**src/rtl/float_seq_unit_if.sv**
```systemverilog
// Request/response bundle between processor stage 2 and the float sequencer.
interface float_seq_unit_if #(
    parameter int TAGW = 4
);
    logic            in_valid;
    logic            in_ready;
    logic [4:0]      in_op;
    logic [15:0]     in_a;
    logic [15:0]     in_b;
    logic [TAGW-1:0] in_tag;
    logic            out_valid;
    logic            out_ready;
    logic [15:0]     out_res;
    logic [TAGW-1:0] out_tag;
    logic            out_err;

    modport master (output in_valid, in_op, in_a, in_b, in_tag, out_ready,
                    input  in_ready, out_valid, out_res, out_tag, out_err);
    modport slave  (input  in_valid, in_op, in_a, in_b, in_tag, out_ready,
                    output in_ready, out_valid, out_res, out_tag, out_err);
endinterface

```
**src/rtl/float_seq_unit.sv**
```systemverilog
// Multi-cycle 16-bit float unit (1/8/7 format, bias 127): add/sub, shift-add
// multiply and int<->float conversions, one operation at a time.
module float_seq_unit #(
    parameter int TAGW      = 4,
    parameter int MUL_ITERS = 8
) (
    input  logic            clk,
    input  logic            reset,
    float_seq_unit_if.slave bus
);
    localparam logic [4:0] OP_ADDF = 5'h11;
    localparam logic [4:0] OP_FTOI = 5'h12;
    localparam logic [4:0] OP_ITOF = 5'h13;
    localparam logic [4:0] OP_MULF = 5'h14;
    localparam logic [4:0] OP_SUBF = 5'h16;
    localparam int         CNTW    = $clog2(MUL_ITERS + 1);

    typedef enum logic [2:0] {
        ST_IDLE, ST_UNPACK, ST_ALIGN, ST_ADD, ST_MUL, ST_NORM, ST_PACK, ST_DONE
    } state_t;

    state_t             state_r;
    logic [4:0]         op_r;
    logic [15:0]        a_r, b_r, byp_val_r, prod_r, mcand_r, mag_r;
    logic [TAGW-1:0]    tag_r, out_tag_r;
    logic               sign_r, sub_r, byp_r;
    logic signed [9:0]  exp_r;
    logic [7:0]         big_man_r, small_man_r, diff_r, man_r;
    logic [CNTW-1:0]    cnt_r;
    logic               out_valid_r, out_err_r;
    logic [15:0]        out_res_r;

    logic [7:0]         ea_s, eb_s, ma_s, mb_s;
    logic               a_zero_s, b_zero_s, b_sign_s, a_big_s;
    logic [8:0]         sum9_s;
    logic [3:0]         lz_s, msb_s, fe_s;
    logic [6:0]         norm_man_s, itof_man_s;
    logic signed [9:0]  norm_exp_s;
    logic [15:0]        norm_res_s, pack_res_s, ftoi_mag_s;

    // Number of leading zeros in an 8-bit mantissa (8 when it is all zero).
    function automatic logic [3:0] lzc8(input logic [7:0] m);
        logic [3:0] n;
        n = 4'd8;
        for (int i = 0; i < 8; i++) begin
            if (m[i]) n = 4'(7 - i);
            else      n = n;
        end
        return n;
    endfunction

    // Bit index of the highest set bit of a 16-bit magnitude.
    function automatic logic [3:0] msb16(input logic [15:0] v);
        logic [3:0] idx;
        idx = 4'd0;
        for (int i = 0; i < 16; i++) begin
            if (v[i]) idx = 4'(i);
            else      idx = idx;
        end
        return idx;
    endfunction

    // Final packing with overflow saturation and underflow flush to zero.
    function automatic logic [15:0] pack_fp(input logic s, input logic signed [9:0] e,
                                            input logic [6:0] m);
        if (e > 10'sd254)    return {s, 8'hFE, 7'h7F};
        else if (e < 10'sd1) return 16'h0000;
        else                 return {s, e[7:0], m};
    endfunction

    // Operand fields and add/sub magnitude ordering seen from UNPACK.
    always_comb begin
        ea_s     = a_r[14:7];
        eb_s     = b_r[14:7];
        ma_s     = {1'b1, a_r[6:0]};
        mb_s     = {1'b1, b_r[6:0]};
        a_zero_s = (ea_s == 8'd0);
        b_zero_s = (eb_s == 8'd0);
        b_sign_s = b_r[15] ^ (op_r == OP_SUBF);
        a_big_s  = (a_r[14:0] >= b_r[14:0]);
        sum9_s   = sub_r ? ({1'b0, big_man_r} - {1'b0, small_man_r})
                         : ({1'b0, big_man_r} + {1'b0, small_man_r});
    end

    // Normalisation result for add/sub and multiply.
    always_comb begin
        lz_s       = lzc8(man_r);
        norm_man_s = 7'(man_r << lz_s);
        norm_exp_s = exp_r - $signed({6'd0, lz_s});
        if (byp_r) begin
            norm_res_s = byp_val_r;
        end else if (op_r == OP_MULF) begin
            if (prod_r[15]) norm_res_s = pack_fp(sign_r, exp_r + 10'sd1, prod_r[14:8]);
            else            norm_res_s = pack_fp(sign_r, exp_r, prod_r[13:7]);
        end else if (man_r == 8'd0) begin
            norm_res_s = 16'h0000;
        end else begin
            norm_res_s = pack_fp(sign_r, norm_exp_s, norm_man_s);
        end
    end

    // Conversion results; the FTOI shift is only meaningful once range checks pass.
    always_comb begin
        msb_s      = msb16(mag_r);
        itof_man_s = 7'({mag_r, 7'd0} >> msb_s);
        fe_s       = 4'(b_r[14:7] - 8'd127);
        ftoi_mag_s = 16'(({15'd0, 1'b1, b_r[6:0]} << fe_s) >> 5'd7);
        if (op_r == OP_ITOF) begin
            if (mag_r == 16'd0) pack_res_s = 16'h0000;
            else                pack_res_s = {sign_r, 8'd127 + {4'd0, msb_s}, itof_man_s};
        end else if (b_r[14:7] < 8'd127) begin
            pack_res_s = 16'h0000;
        end else if (b_r[14:7] > 8'd141) begin
            pack_res_s = b_r[15] ? 16'h8000 : 16'h7FFF;
        end else begin
            pack_res_s = b_r[15] ? (16'd0 - ftoi_mag_s) : ftoi_mag_s;
        end
    end

    // Sequencer: handshake, state walk and all datapath/output registers.
    always_ff @(posedge clk) begin
        if (!reset) begin
            state_r     <= ST_IDLE;
            op_r        <= 5'd0;
            a_r         <= 16'd0;
            b_r         <= 16'd0;
            tag_r       <= '0;
            sign_r      <= 1'b0;
            sub_r       <= 1'b0;
            byp_r       <= 1'b0;
            byp_val_r   <= 16'd0;
            exp_r       <= 10'sd0;
            big_man_r   <= 8'd0;
            small_man_r <= 8'd0;
            diff_r      <= 8'd0;
            man_r       <= 8'd0;
            prod_r      <= 16'd0;
            mcand_r     <= 16'd0;
            mag_r       <= 16'd0;
            cnt_r       <= '0;
            out_valid_r <= 1'b0;
            out_res_r   <= 16'd0;
            out_tag_r   <= '0;
            out_err_r   <= 1'b0;
        end else begin
            case (state_r)
                ST_IDLE: begin
                    if (bus.in_valid) begin
                        op_r    <= bus.in_op;
                        a_r     <= bus.in_a;
                        b_r     <= bus.in_b;
                        tag_r   <= bus.in_tag;
                        state_r <= ST_UNPACK;
                    end else begin
                        state_r <= ST_IDLE;
                    end
                end
                ST_UNPACK: begin
                    case (op_r)
                        OP_ADDF, OP_SUBF: begin
                            byp_r <= a_zero_s | b_zero_s;
                            if (a_zero_s && b_zero_s) byp_val_r <= 16'h0000;
                            else if (a_zero_s)        byp_val_r <= {b_sign_s, b_r[14:0]};
                            else                      byp_val_r <= a_r;
                            sub_r <= a_r[15] ^ b_sign_s;
                            if (a_big_s) begin
                                sign_r      <= a_r[15];
                                exp_r       <= {2'b00, ea_s};
                                big_man_r   <= ma_s;
                                small_man_r <= mb_s;
                                diff_r      <= ea_s - eb_s;
                            end else begin
                                sign_r      <= b_sign_s;
                                exp_r       <= {2'b00, eb_s};
                                big_man_r   <= mb_s;
                                small_man_r <= ma_s;
                                diff_r      <= eb_s - ea_s;
                            end
                            state_r <= ST_ALIGN;
                        end
                        OP_MULF: begin
                            byp_r       <= a_zero_s | b_zero_s;
                            byp_val_r   <= 16'h0000;
                            sign_r      <= a_r[15] ^ b_r[15];
                            exp_r       <= $signed({2'b00, ea_s}) + $signed({2'b00, eb_s}) - 10'sd127;
                            mcand_r     <= {8'd0, ma_s};
                            small_man_r <= mb_s;
                            prod_r      <= 16'd0;
                            cnt_r       <= '0;
                            state_r     <= ST_MUL;
                        end
                        OP_ITOF: begin
                            sign_r  <= b_r[15];
                            mag_r   <= b_r[15] ? (16'd0 - b_r) : b_r;
                            state_r <= ST_PACK;
                        end
                        OP_FTOI: begin
                            state_r <= ST_PACK;
                        end
                        default: begin
                            out_res_r   <= 16'h0000;
                            out_err_r   <= 1'b1;
                            out_tag_r   <= tag_r;
                            out_valid_r <= 1'b1;
                            state_r     <= ST_DONE;
                        end
                    endcase
                end
                ST_ALIGN: begin
                    small_man_r <= (diff_r > 8'd8) ? 8'd0 : (small_man_r >> diff_r);
                    state_r     <= ST_ADD;
                end
                ST_ADD: begin
                    // A carry out of the 8-bit sum renormalises by one to the right.
                    if (sum9_s[8]) begin
                        man_r <= sum9_s[8:1];
                        exp_r <= exp_r + 10'sd1;
                    end else begin
                        man_r <= sum9_s[7:0];
                    end
                    state_r <= ST_NORM;
                end
                ST_MUL: begin
                    if (small_man_r[0]) prod_r <= prod_r + mcand_r;
                    else                prod_r <= prod_r;
                    mcand_r     <= mcand_r << 1;
                    small_man_r <= small_man_r >> 1;
                    cnt_r       <= cnt_r + 1'b1;
                    if (cnt_r == CNTW'(MUL_ITERS - 1)) state_r <= ST_NORM;
                    else                               state_r <= ST_MUL;
                end
                ST_NORM: begin
                    out_res_r   <= norm_res_s;
                    out_err_r   <= 1'b0;
                    out_tag_r   <= tag_r;
                    out_valid_r <= 1'b1;
                    state_r     <= ST_DONE;
                end
                ST_PACK: begin
                    out_res_r   <= pack_res_s;
                    out_err_r   <= 1'b0;
                    out_tag_r   <= tag_r;
                    out_valid_r <= 1'b1;
                    state_r     <= ST_DONE;
                end
                ST_DONE: begin
                    if (bus.out_ready) begin
                        out_valid_r <= 1'b0;
                        state_r     <= ST_IDLE;
                    end else begin
                        state_r     <= ST_DONE;
                    end
                end
                default: begin
                    out_valid_r <= 1'b0;
                    state_r     <= ST_IDLE;
                end
            endcase
        end
    end

    assign bus.in_ready  = (state_r == ST_IDLE);
    assign bus.out_valid = out_valid_r;
    assign bus.out_res   = out_res_r;
    assign bus.out_tag   = out_tag_r;
    assign bus.out_err   = out_err_r;
endmodule

```
**src/flat_wrapper.sv**
```systemverilog
// flat-port wrapper written by rule: the top's interface ports become plain ports
module float_seq_unit_flat 
#(
    parameter int TAGW      = 4,
    parameter int MUL_ITERS = 8
)
  (clk, reset, bus_in_valid, bus_in_op, bus_in_a, bus_in_b, bus_in_tag, bus_out_ready, bus_in_ready, bus_out_valid, bus_out_res, bus_out_tag, bus_out_err);
  float_seq_unit_if #(.TAGW(TAGW)) bus_i ();
  input  logic clk;
  input  logic reset;
  input wire logic [$bits(bus_i.in_valid)-1:0] bus_in_valid;
  input wire logic [$bits(bus_i.in_op)-1:0] bus_in_op;
  input wire logic [$bits(bus_i.in_a)-1:0] bus_in_a;
  input wire logic [$bits(bus_i.in_b)-1:0] bus_in_b;
  input wire logic [$bits(bus_i.in_tag)-1:0] bus_in_tag;
  input wire logic [$bits(bus_i.out_ready)-1:0] bus_out_ready;
  output wire logic [$bits(bus_i.in_ready)-1:0] bus_in_ready;
  output wire logic [$bits(bus_i.out_valid)-1:0] bus_out_valid;
  output wire logic [$bits(bus_i.out_res)-1:0] bus_out_res;
  output wire logic [$bits(bus_i.out_tag)-1:0] bus_out_tag;
  output wire logic [$bits(bus_i.out_err)-1:0] bus_out_err;
  assign bus_i.in_valid = bus_in_valid;
  assign bus_i.in_op = bus_in_op;
  assign bus_i.in_a = bus_in_a;
  assign bus_i.in_b = bus_in_b;
  assign bus_i.in_tag = bus_in_tag;
  assign bus_i.out_ready = bus_out_ready;
  assign bus_in_ready = bus_i.in_ready;
  assign bus_out_valid = bus_i.out_valid;
  assign bus_out_res = bus_i.out_res;
  assign bus_out_tag = bus_i.out_tag;
  assign bus_out_err = bus_i.out_err;
  float_seq_unit #(.TAGW(TAGW), .MUL_ITERS(MUL_ITERS)) u_core (.clk(clk), .reset(reset), .bus(bus_i));
endmodule
```
**config.mk**
```make
export PLATFORM = sky130hd
export DESIGN_NAME = float_seq_unit_flat
export DESIGN_NICKNAME = d
export VERILOG_FILES = /design/src/rtl/float_seq_unit_if.sv /design/src/rtl/float_seq_unit.sv /design/src/flat_wrapper.sv
export SDC_FILE = /design/constraint.sdc
export NUM_CORES = 1
export LEC_CHECK = 0
export ABC_AREA = 1
export CORE_ASPECT_RATIO = 1.75
export CORE_UTILIZATION = 45
export DETAILED_ROUTE_END_ITERATION = 6
export HOLD_SLACK_MARGIN = 0.05
export PLACE_DENSITY = 0.64
export SLEW_MARGIN = 20
export SYNTH_ARGS = -nofsm -noshare
export SYNTH_HDL_FRONTEND = slang
export SYNTH_SLANG_ARGS = --single-unit
```
**constraint.sdc**
```tcl
create_clock -name clk -period 8.39 [get_ports clk]
set_input_delay 1.678 -clock clk [delete_from_list [all_inputs] [get_ports clk]]
set_output_delay 1.678 -clock clk [all_outputs]
set_load 0.05 [all_outputs]
```
---- Word level (Yosys, flattened, before mapping) ----
Index checks and enable logic that the tools add are counted.
storage, ports and cells
  register bits ........................... 179
  input bits .............................. 45
  logic and storage cells ................. 182
cells by class
  add/sub/neg operators ................... 14
  magnitude comparators ................... 10
  eq/ne operators ......................... 19
  shifts and indexed selects .............. 4
  muxes and demuxes ....................... 77
  bitwise gates (word level) .............. 4
  reductions and logical operators ........ 32
operators by type and width
  cell                     count
  $mux W16                 23
  $pmux W16 S2             3
  $mux W4                  18
  $pmux W16 S3             1
  $pmux W10 S2             2
  $mux W8                  4
  $sub A1 B16 Y16 const A  2
  $gt A10 B9 Y1 const B    3
  $lt A10 B2 Y1 const B    3
  $eq A5 B5 Y1 const B     5
  $logic_not A8 Y1         3
  $pmux W8 S3              1
  $shl A8 B4 Y23           1
  $shr A23 B4 Y7           1
  $pmux W3 S7              1
  $reduce_and A2 Y1        10
  $add A8 B8 Y9            2
  $add A16 B16 Y16         1
  $logic_not A16 Y1        1
  $pmux W4 S2              2
  $pmux W8 S2              1
  $sub A8 B8 Y8            2
  $ge A15 B15 Y1           1
  $mux W3                  5
  37 further kinds         64

---- Depth between registers and ports, before layout ----
  depth after elaboration ................. 19
  mapped depth ............................ 23
  mapped depth without buffers ............ 23

---- Worst setup path after synthesis ----
No wires, ideal clock.
  path type ............................... flip-flop to flip-flop
  start ................................... reg u_core.man_r[2]
  end ..................................... reg u_core.out_res_r[10] (netlist: u_core.bus.out_res[10])
  library setup time ...................... 0.070 ns
  data arrival time ....................... 2.978 ns
  setup slack ............................. 5.342 ns
  stages on the path, launching flop included .. 19
  path buffers ............................ 1
  clock period less this slack ............ 3.048 ns
  cells stage by stage .................... dfxtp_1 -> nor2_1 -> o21ai_0 -> a31oi_1 -> clkinv_1 -> ha_1 -> nand3b_1 -> nand3_1 -> nand2_1 -> nand3_1 -> nor2_1 -> xor2_1 -> nand2_1 -> o21ai_0 -> clkbuf_1 -> a21oi_1 -> o21ai_0 -> a21oi_1 -> a21oi_1
between the ends
  cells in the longest elaborated chain, start to end .. 14
ends and longest elaborated chain
  element                   RTL line               RTL
  start: declaration        float_seq_unit.sv:28   logic [7:0] big_man_r, small_man_r, diff_r, man_r;
  start signal: assignment  float_seq_unit.sv:216  man_r <= sum9_s[8:1];
  start signal: assignment  float_seq_unit.sv:219  man_r <= sum9_s[7:0];
  $mux W4 (6 in a row)      float_seq_unit.sv:46   if (m[i]) n = 4'(7 - i);
  $sub A10 B5 Y10           float_seq_unit.sv:89   norm_exp_s = exp_r - $signed({6'd0, lz_s});
  $lt A10 B2 Y1             float_seq_unit.sv:67   else if (e < 10'sd1) return 16'h0000;
  $mux W16                  float_seq_unit.sv:67
  $mux W16                  float_seq_unit.sv:66   if (e > 10'sd254) return {s, 8'hFE, 7'h7F};
  $mux W16 (*)              float_seq_unit.sv:95   end else if (man_r == 8'd0) begin
  $mux W16 (*)              float_seq_unit.sv:92   end else if (op_r == OP_MULF) begin
  $mux W16 (*)              float_seq_unit.sv:90   if (byp_r) begin
  $pmux W16 S3 (*)          float_seq_unit.sv:146  case (state_r)
  end signal: assignment    float_seq_unit.sv:233  out_res_r <= norm_res_s;
  end signal: assignment    float_seq_unit.sv:240  out_res_r <= pack_res_s;
  end: declaration          float_seq_unit.sv:31   logic [15:0] out_res_r;
Mark *: on every way between the ends. The rest lies on a longest branch, timed or not.
A chain may end at the register's enable or synchronous reset.

---- Worst setup path in the final report ----
  start ................................... reg u_core.state_r[1]
  end ..................................... out bus_in_ready
between the ends
  cells in the longest elaborated chain, start to end .. 1
ends and longest elaborated chain
  element                   RTL line               RTL
  start: declaration        float_seq_unit.sv:22   state_t state_r;
  start signal: assignment  float_seq_unit.sv:123  state_r <= ST_IDLE;
  start signal: assignment  float_seq_unit.sv:153  state_r <= ST_UNPACK;
  start signal: assignment  float_seq_unit.sv:155  state_r <= ST_IDLE;
  $logic_not A3 Y1          float_seq_unit.sv:262  assign bus.in_ready = (state_r == ST_IDLE);
  end: declaration          flat_wrapper.sv:17     output wire logic [$bits(bus_i.in_ready)-1:0] bus_in_ready;
No other way between the ends.

==> flow_summary.yaml <==
critical_path:
  startpoint_type: "flop"
  required_ns: 6.71
  cp-end-kind: "primary output"
  crit_buf_inv: 2
  setup.worst_path.class: "flop to primary output"
  critPathMaxFanout: 5
  cp.arrival_ns: 2.44
  cp_slowest_cell: "clkdlybuf4s50_1"
  cpMostUsedCell: "nor2_1"
  critical_path.top_delay_family: "buffers and inverters"
  critPathMaxStageDelay_ns: 0.93
  path_cells: "nor2_1, inv_1, nor2_1, clkdlybuf4s50_1"
logic_synthesis:
  synth-compound-area-share_pct: 25.7
  synth_top_flop_cell: "dfxtp_1"
  netlist_instances: 2150
  synth_area_leaders: "dfxtp_1, nand2_1, a21oi_1, o21ai_0, ha_1"
  yosysTopAreaCell: "dfxtp_1"
  synth-seq-area-share_pct: 26.4
  synth_fa_ha_area_share_pct: 7.61
  synth_top_area_share_pct: 26.4
  synth_top_family_by_area: "simple AND/OR/NAND/NOR gates"
  synth_nets: 2274
  synth_cell_type_count: 57
  synth-simple-area-share_pct: 27.3
  synth-edff-count: 0
  syn_area_per_cell_sq_um: 6.32
  synth_xor_area_share_pct: 3.48
  yosysWarnings: 0
  synthArstFlopShare_pct: 0
  synth.ff_latch_count: 179
  muxShareOfSynthArea_pct: 0.147
  synth_area_sq_um: 13600
timing:
  fin_crit_sh_pct: 49.1
  final_max_slew_viol_count: 0
  fin_crit_ns: 4.12
  setup_violations: 0
  tightest_slew_ns: 1.05
  clock_skew_ns: 0.0116
  tns_ns: 0
  max_slew_margin_pct: 30.1
  grt_setup_unrepaired: "no"
  fmax_ghz: 0.243
  fin_hold_ws_ns: 0.456
  final-hold-violation-count: 0
routing:
  drt_iter0_drc: 827
  wl_um: 50800
  vias: 14600
  drt.antenna.violating_nets: 0
  drt_first_pass_iters: 6
  wl_per_cell_um: 19.9
  vias_per_cell: 5.72
  drc: 0
final_layout:
  area_delta_synth_final_pct: 10.9
  antenna_cells: 0
  fin_nets: 2279
  nFillCells: 3128
  final_layout_size_suffix_gt1_share_pct: 4.66
  final_cell_mix: "nand2_1, a21oi_1, o21ai_0"
  final_cells: 2550
  design_area_sq_um: 15100
  final_common_cell: "nand2_1"
cts:
  cts_root_buf: "clkbuf_16"
  post_cts_resized: 0
  cts.sinks: 179
  path_clk_slew_ns: 0.07
  clockBufferDepth: 2
  cts_buffers: 17
  clk_latency_ns: 0.48
  cts_tree: "done"
  htreeDepth: 4
  postCtsHoldBufs: 0
  post_cts_buffers: 0
floorplanning:
  core_area_sq_um: 29500
  die-height_um: 232
  dieWidth_um: 133
  initial_utilization_pct: 46.0
  dieArea_sq_um: 30900
  num_rows: 83
  pin_count: 68
placed_design:
  port_buffers: 67
  place_area_sq_um: 14500
  dp_hpwl_um: 39600
  dp_cells: 2518
  routabilityCongestion: 0.955
worst_hold_path:
  hold_path_class: "flop to flop"
flow_run:
  drv_cap: 0
power:
  ir_drop_mv: 0.287
  power.density_nw_per_um2: 370
  power_leakage_nw: 6.48
grt:
  grt_usage_pct: 33.2
  antenna_found_initial: 0
  grt_pass1_vias: 14200
  grt_pass1_wl_um: 77700
  grt.overflow.total: 0
  grt_max_degree: 81
outcome:
  status: "finished, final reports clean"
[stage by stage]
| stage | worst slack [ns] | utilization [%] | total power [W] |
|---|---|---|---|
| final | 4.27 | 51.1 | 0.00558 |
| after global routing | 4.01 | 51.1 | 0.00600 |
| after CTS | 4.12 | 51.0 | 0.00554 |
| after detailed placement | 4.12 | 49.0 | 0.00471 |
| after global placement | 4.23 | 49.0 | 0.00469 |
| after floorplan | 5.34 | - | 0.00369 |
[where the power goes]
part	total [W]	internal, W	switching [W]
clock network	0.000818	0.000399	0.000419
logic	0.00349	0.00106	0.00243
registers	0.00127	0.00101	0.000256
[final timing paths]
| path | slack, ns | start | to | cells past startpoint |
|---|---|---|---|---|
| worst min-delay path | 0.46 | u_core.tag_r[1]$_SDFFE_PN0P_ | u_core.tag_r[1]$_SDFFE_PN0P_ | 2 |
| worst max register to register | 4.30 | u_core.b_r[7]$_SDFFE_PN0P_ | u_core.small_man_r[6]$_SDFFE_PN0P_ | 13 |
| worst min register to register | 0.46 | u_core.tag_r[1]$_SDFFE_PN0P_ | u_core.tag_r[1]$_SDFFE_PN0P_ | 2 |
| worst max-delay path | 4.27 | u_core.state_r[1]$_SDFF_PN0_ | bus_in_ready | 4 |
[worst reg2reg max path, cell delays in order, from the launching register on]
cell	delay, ns
dfxtp_1	0.82
inv_1	0.40
ha_1	0.36
fa_1	0.44
nand3_1	0.10
nand2_1	0.06
nand2_1	0.07
and3_1	0.15
nand2_1	0.23
buf_4	0.32
nor2_1	0.64
nand2_1	0.12
o211ai_1	0.15
a31oi_1	0.12
[final cells by class]
type	instances	area (sq um)	area share (%)
Clock buffer	17	425	2.83
Clock inverter	15	168	1.11
Inverter	229	860	5.71
Multi-Input combinational cell	1642	8730	58.0
Sequential cell	179	3580	23.8
Tap cell	382	478	3.17
Timing Repair Buffer	86	808	5.37
[synth_stat cells, types with 2 or more instances]
cell         n
nand3b_1     7
o2111ai_1    2
nand2_2     10
a21oi_1    288
xor2_1      45
a41oi_1      2
inv_2        2
nand2_1    470
a211oi_1    16
o21ai_2      3
clkbuf_1    74
nor2_4       5
o21ai_1     11
inv_1      220
nand3_2      2
o31ai_1      6
buf_6        2
fa_1         6
nor2_2       3
o21bai_1     7
nand4_1     18
a221oi_1     5
or2_1        3
buf_2       18
nand3_1    136
o221ai_1     4
xnor2_1      4
buf_1        4
clkinv_1     7
o21ai_0    226
a31oi_1     20
nor3_1      31
o211ai_1    33
nor4_1       6
dfxtp_1    179
buf_4        2
mux2i_1      2
ha_1        73
a21boi_0     3
nor2_1     164
or2_2       13
o21a_1       3
[cells by family (layout without fill, tap and decap cells)]
group	Yosys count	count (layout)
mux	2	2
flops	179	179
buf+inv	329	347
simple gates	872	872
compound gates	638	638
fa+ha+maj	79	79
xor+xnor	51	51
[layer usage]
metal,up-vias,part of all wire (%),track usage [%]
met5,-,0,0
li1,7240,-,-
met3,138,3.2,3.95
met1,6804,37,32.8
met2,403,53,63.8
met4,0,6.5,22.1
[sequential cells by signal (all words and copies together) (netlist names)]
name,count
u_core.sub_r,1
u_core.big_man_r,8
u_core.cnt_r,4
u_core.op_r,5
u_core.bus.out_tag,4
u_core.a_r,16
u_core.man_r,8
u_core.bus.out_err,1
u_core.bus.out_res,16
u_core.mcand_r,16
u_core.mag_r,16
u_core.tag_r,4
u_core.diff_r,8
u_core.b_r,16
u_core.exp_r,10
u_core.bus.out_valid,1
u_core.byp_r,1
u_core.byp_val_r,16
u_core.small_man_r,8
u_core.sign_r,1
u_core.prod_r,16
u_core.state_r,3
Note: power is estimated with default switching activity, not from simulation.
==> RTL edit: new RTL, config.mk and constraints unchanged <==
Reset style: asynchronous (`reset`), changed in one clocked block.
--- a/src/rtl/float_seq_unit.sv
+++ b/src/rtl/float_seq_unit.sv
@@ -118,7 +118,7 @@
     end
 
     // Sequencer: handshake, state walk and all datapath/output registers.
-    always_ff @(posedge clk) begin
+    always_ff @(posedge clk or negedge reset) begin
         if (!reset) begin
             state_r     <= ST_IDLE;
             op_r        <= 5'd0;
Formal check against the unedited RTL: differs if reset is asserted again (counterexample within 4 cycles, from zero or initial values and one cycle with reset low); with reset held inactive, the same outputs for 4 cycles.
==> RTL edit against the unedited design <==
- worst setup slack better by 0.19 ns
- sequential cell count unchanged
- final area up 3.3%
- routed wire length down 2.2%
- highest routed layer unchanged
- synthesized area up 3.9%
- sequential share of layout area up 5.0 points
- clock skew down 0.0035 ns
Power is left out: the tool's default activity adds up to more than one toggle a clock period on the data nets, which glitch-free logic cannot reach.
==> RTL edit: results (changes against the unedited design) <==
[global_route]
initial_antenna_violation_count = 0  ; unchanged
grt_start_max_net_pins = 105  ; +30%
grt_pass1_vias = 14000  ; -1.6%
first_pass_grt_wire_length_mm = 77.6  ; -0.16%
track_usage_pct = 32.2  ; -0.91 points

[hold_path]
min_from = u_core.tag_r[2]$_DFFE_PN0P_
holdPathEnd = u_core.bus.out_tag[2]$_DFFE_PN0P_
hold_path_class = register to register
timing.hold.worst_path_depth = 2  ; unchanged

[cells_and_area]
drive_above_1_share_pct = 6.05  ; +1.4 points
antenna_diode_instance_count = 0  ; unchanged

[cts]
clock_latency_ns = 0.46  ; -0.02 ns
clock_tree.root_cell = clkbuf_16
post_cts_repair_resize_count = 0  ; unchanged
cts_max_path_buffers = 2  ; unchanged
clk_pin_slew_worst_paths_ns = 0.07  ; about the same
post_cts.repair.setup_buffers = 0  ; unchanged
cts-htree-levels = 4  ; unchanged
numCtsBuffers = 17  ; unchanged

[routing]
vias = 14200  ; -2.9%
wl_per_cell_microns = 20.2  ; +1.4%
first_pass_iters = 5  ; -1
detail_route.iter0.violations = 998  ; +21%

[place]
place.port_buffers = 67  ; unchanged
place.gp.congestion = 1.09  ; +14%
dp_hpwl_mm = 39.1  ; -1.2%

[worst_setup_path]
worstRegToRegCells = 13  ; unchanged
cp.arrival_ns = 4.31  ; +1.87 ns
crit-reg2reg-launch = u_core.b_r[7]$_DFFE_PN0P_
crit_fanout = 40  ; +35
crit_reg_reg_endpoint = u_core.small_man_r[0]$_DFFE_PN0P_
ff2ff_setup_slack_ns = 4.46  ; +0.16 ns

[synthesis]
distinct_cell_type_count_after_synthesis = 64  ; +12%
synth_top_cells_by_area = dfrtp_1 (32%), nand2_1 (13%), ha_1 (6.5%)
synth-warning-count = 0  ; unchanged
synthTopCellsByCount = nand2_1 (481), inv_1 (234), dfrtp_1 (179)
yosysSeqAreaShare_pct = 31.7  ; +5.4 points
postSynth.asyncResetShare_pct = 100  ; +100 points
syn_nets = 2159  ; -5.1%

[run_status]
run_status = finished, final reports clean

[sta]
tightestPinTransition_ns = 1.04  ; -0.00287 ns
hold_violations = 0  ; unchanged
fin_worst_skew_ns = 0.00802  ; -0.00354 ns

==> RTL edit: cell types whose count changed after synthesis, moves of 28 or more <==
cell,delta
nand3_1,+34
o21ai_0,-79
a21oi_1,-125
dfxtp_1,-179
dfrtp_1,+179
clkbuf_1,-34
o22ai_1,+28
==> RTL edit: kinds of logic (layout without fill, tap and decap cells) <==
group | Yosys count | count (layout) | share of synthesized area [%]
AO/OA/AOI/OAI | 467 | 467 | 19.1
XOR/XNOR | 55 | 55 | 3.57
adder cells (fa/ha/maj) | 79 | 79 | 7.32
buffers and inverters | 329 | 361 | 9.51
flip-flops | 179 | 179 | 31.7
multiplexers | 9 | 9 | 0.709
AND/OR/NAND/NOR | 917 | 917 | 28.1
==> RTL edit: worst max path at each step <==
stage | start | endpoint | cells after the start | slack (ns)
after floorplan | u_core.man_r[0]$_DFFE_PN0P_ | u_core.bus.out_res[11]$_DFFE_PN0P_ | 18 | 5.32
after global placement | u_core.man_r[7]$_DFFE_PN0P_ | u_core.bus.out_res[15]$_DFFE_PN0P_ | 18 | 4.58
after detailed placement | u_core.b_r[7]$_DFFE_PN0P_ | u_core.small_man_r[0]$_DFFE_PN0P_ | 13 | 4.54
after CTS | u_core.state_r[1]$_DFF_PN0_ | bus_in_ready | 4 | 4.48
after global routing | u_core.b_r[7]$_DFFE_PN0P_ | u_core.small_man_r[3]$_DFFE_PN0P_ | 13 | 4.12
final | u_core.b_r[7]$_DFFE_PN0P_ | u_core.small_man_r[0]$_DFFE_PN0P_ | 13 | 4.46
==> RTL edit: final cells by class <==
cell class | instances | area (sq um)
Clock inverter | 15 | 159
Inverter | 251 | 942
Timing Repair Buffer | 78 | 757
Fill cell | 3175 | 15300
Multi-Input combinational cell | 1527 | 8300
Tap cell | 391 | 489
Sequential cell | 179 | 4480
Clock buffer | 17 | 425
==> RTL edit: per-stage QoR <==
step           hold WS [ns]  instances  util, %  area (sq um)
2_1_floorplan         0.444       2035        -         14100
3_3_place_gp          0.453       2426     48.5         15000
3_5_place_dp          0.465       2426     48.5         15000
4_1_cts               0.481       2458     50.4         15500
5_1_grt               0.496       2458     50.4         15600
6_report              0.479       2458     50.4         15600
==> RTL edit: critical path: stages, from the launching register on <==
cell,delay (ns)
dfrtp_1,0.81
inv_1,0.31
ha_1,0.37
fa_1,0.43
nand3_1,0.09
nand2_1,0.05
a21o_1,0.16
a31oi_1,0.27
nand2_2,0.49
nor2_4,0.35
inv_1,0.16
nand2_1,0.09
nand3_1,0.10
a22oi_1,0.17
==> RTL edit: routing by layer <==
metal	share of wire [%]	track usage, %	vias to the layer above
met4	7.9	23.8	0
met5	0	0	-
met1	36	34.2	6700
li1	-	-	6799
met2	51	56.5	502
met3	5.0	5.20	165
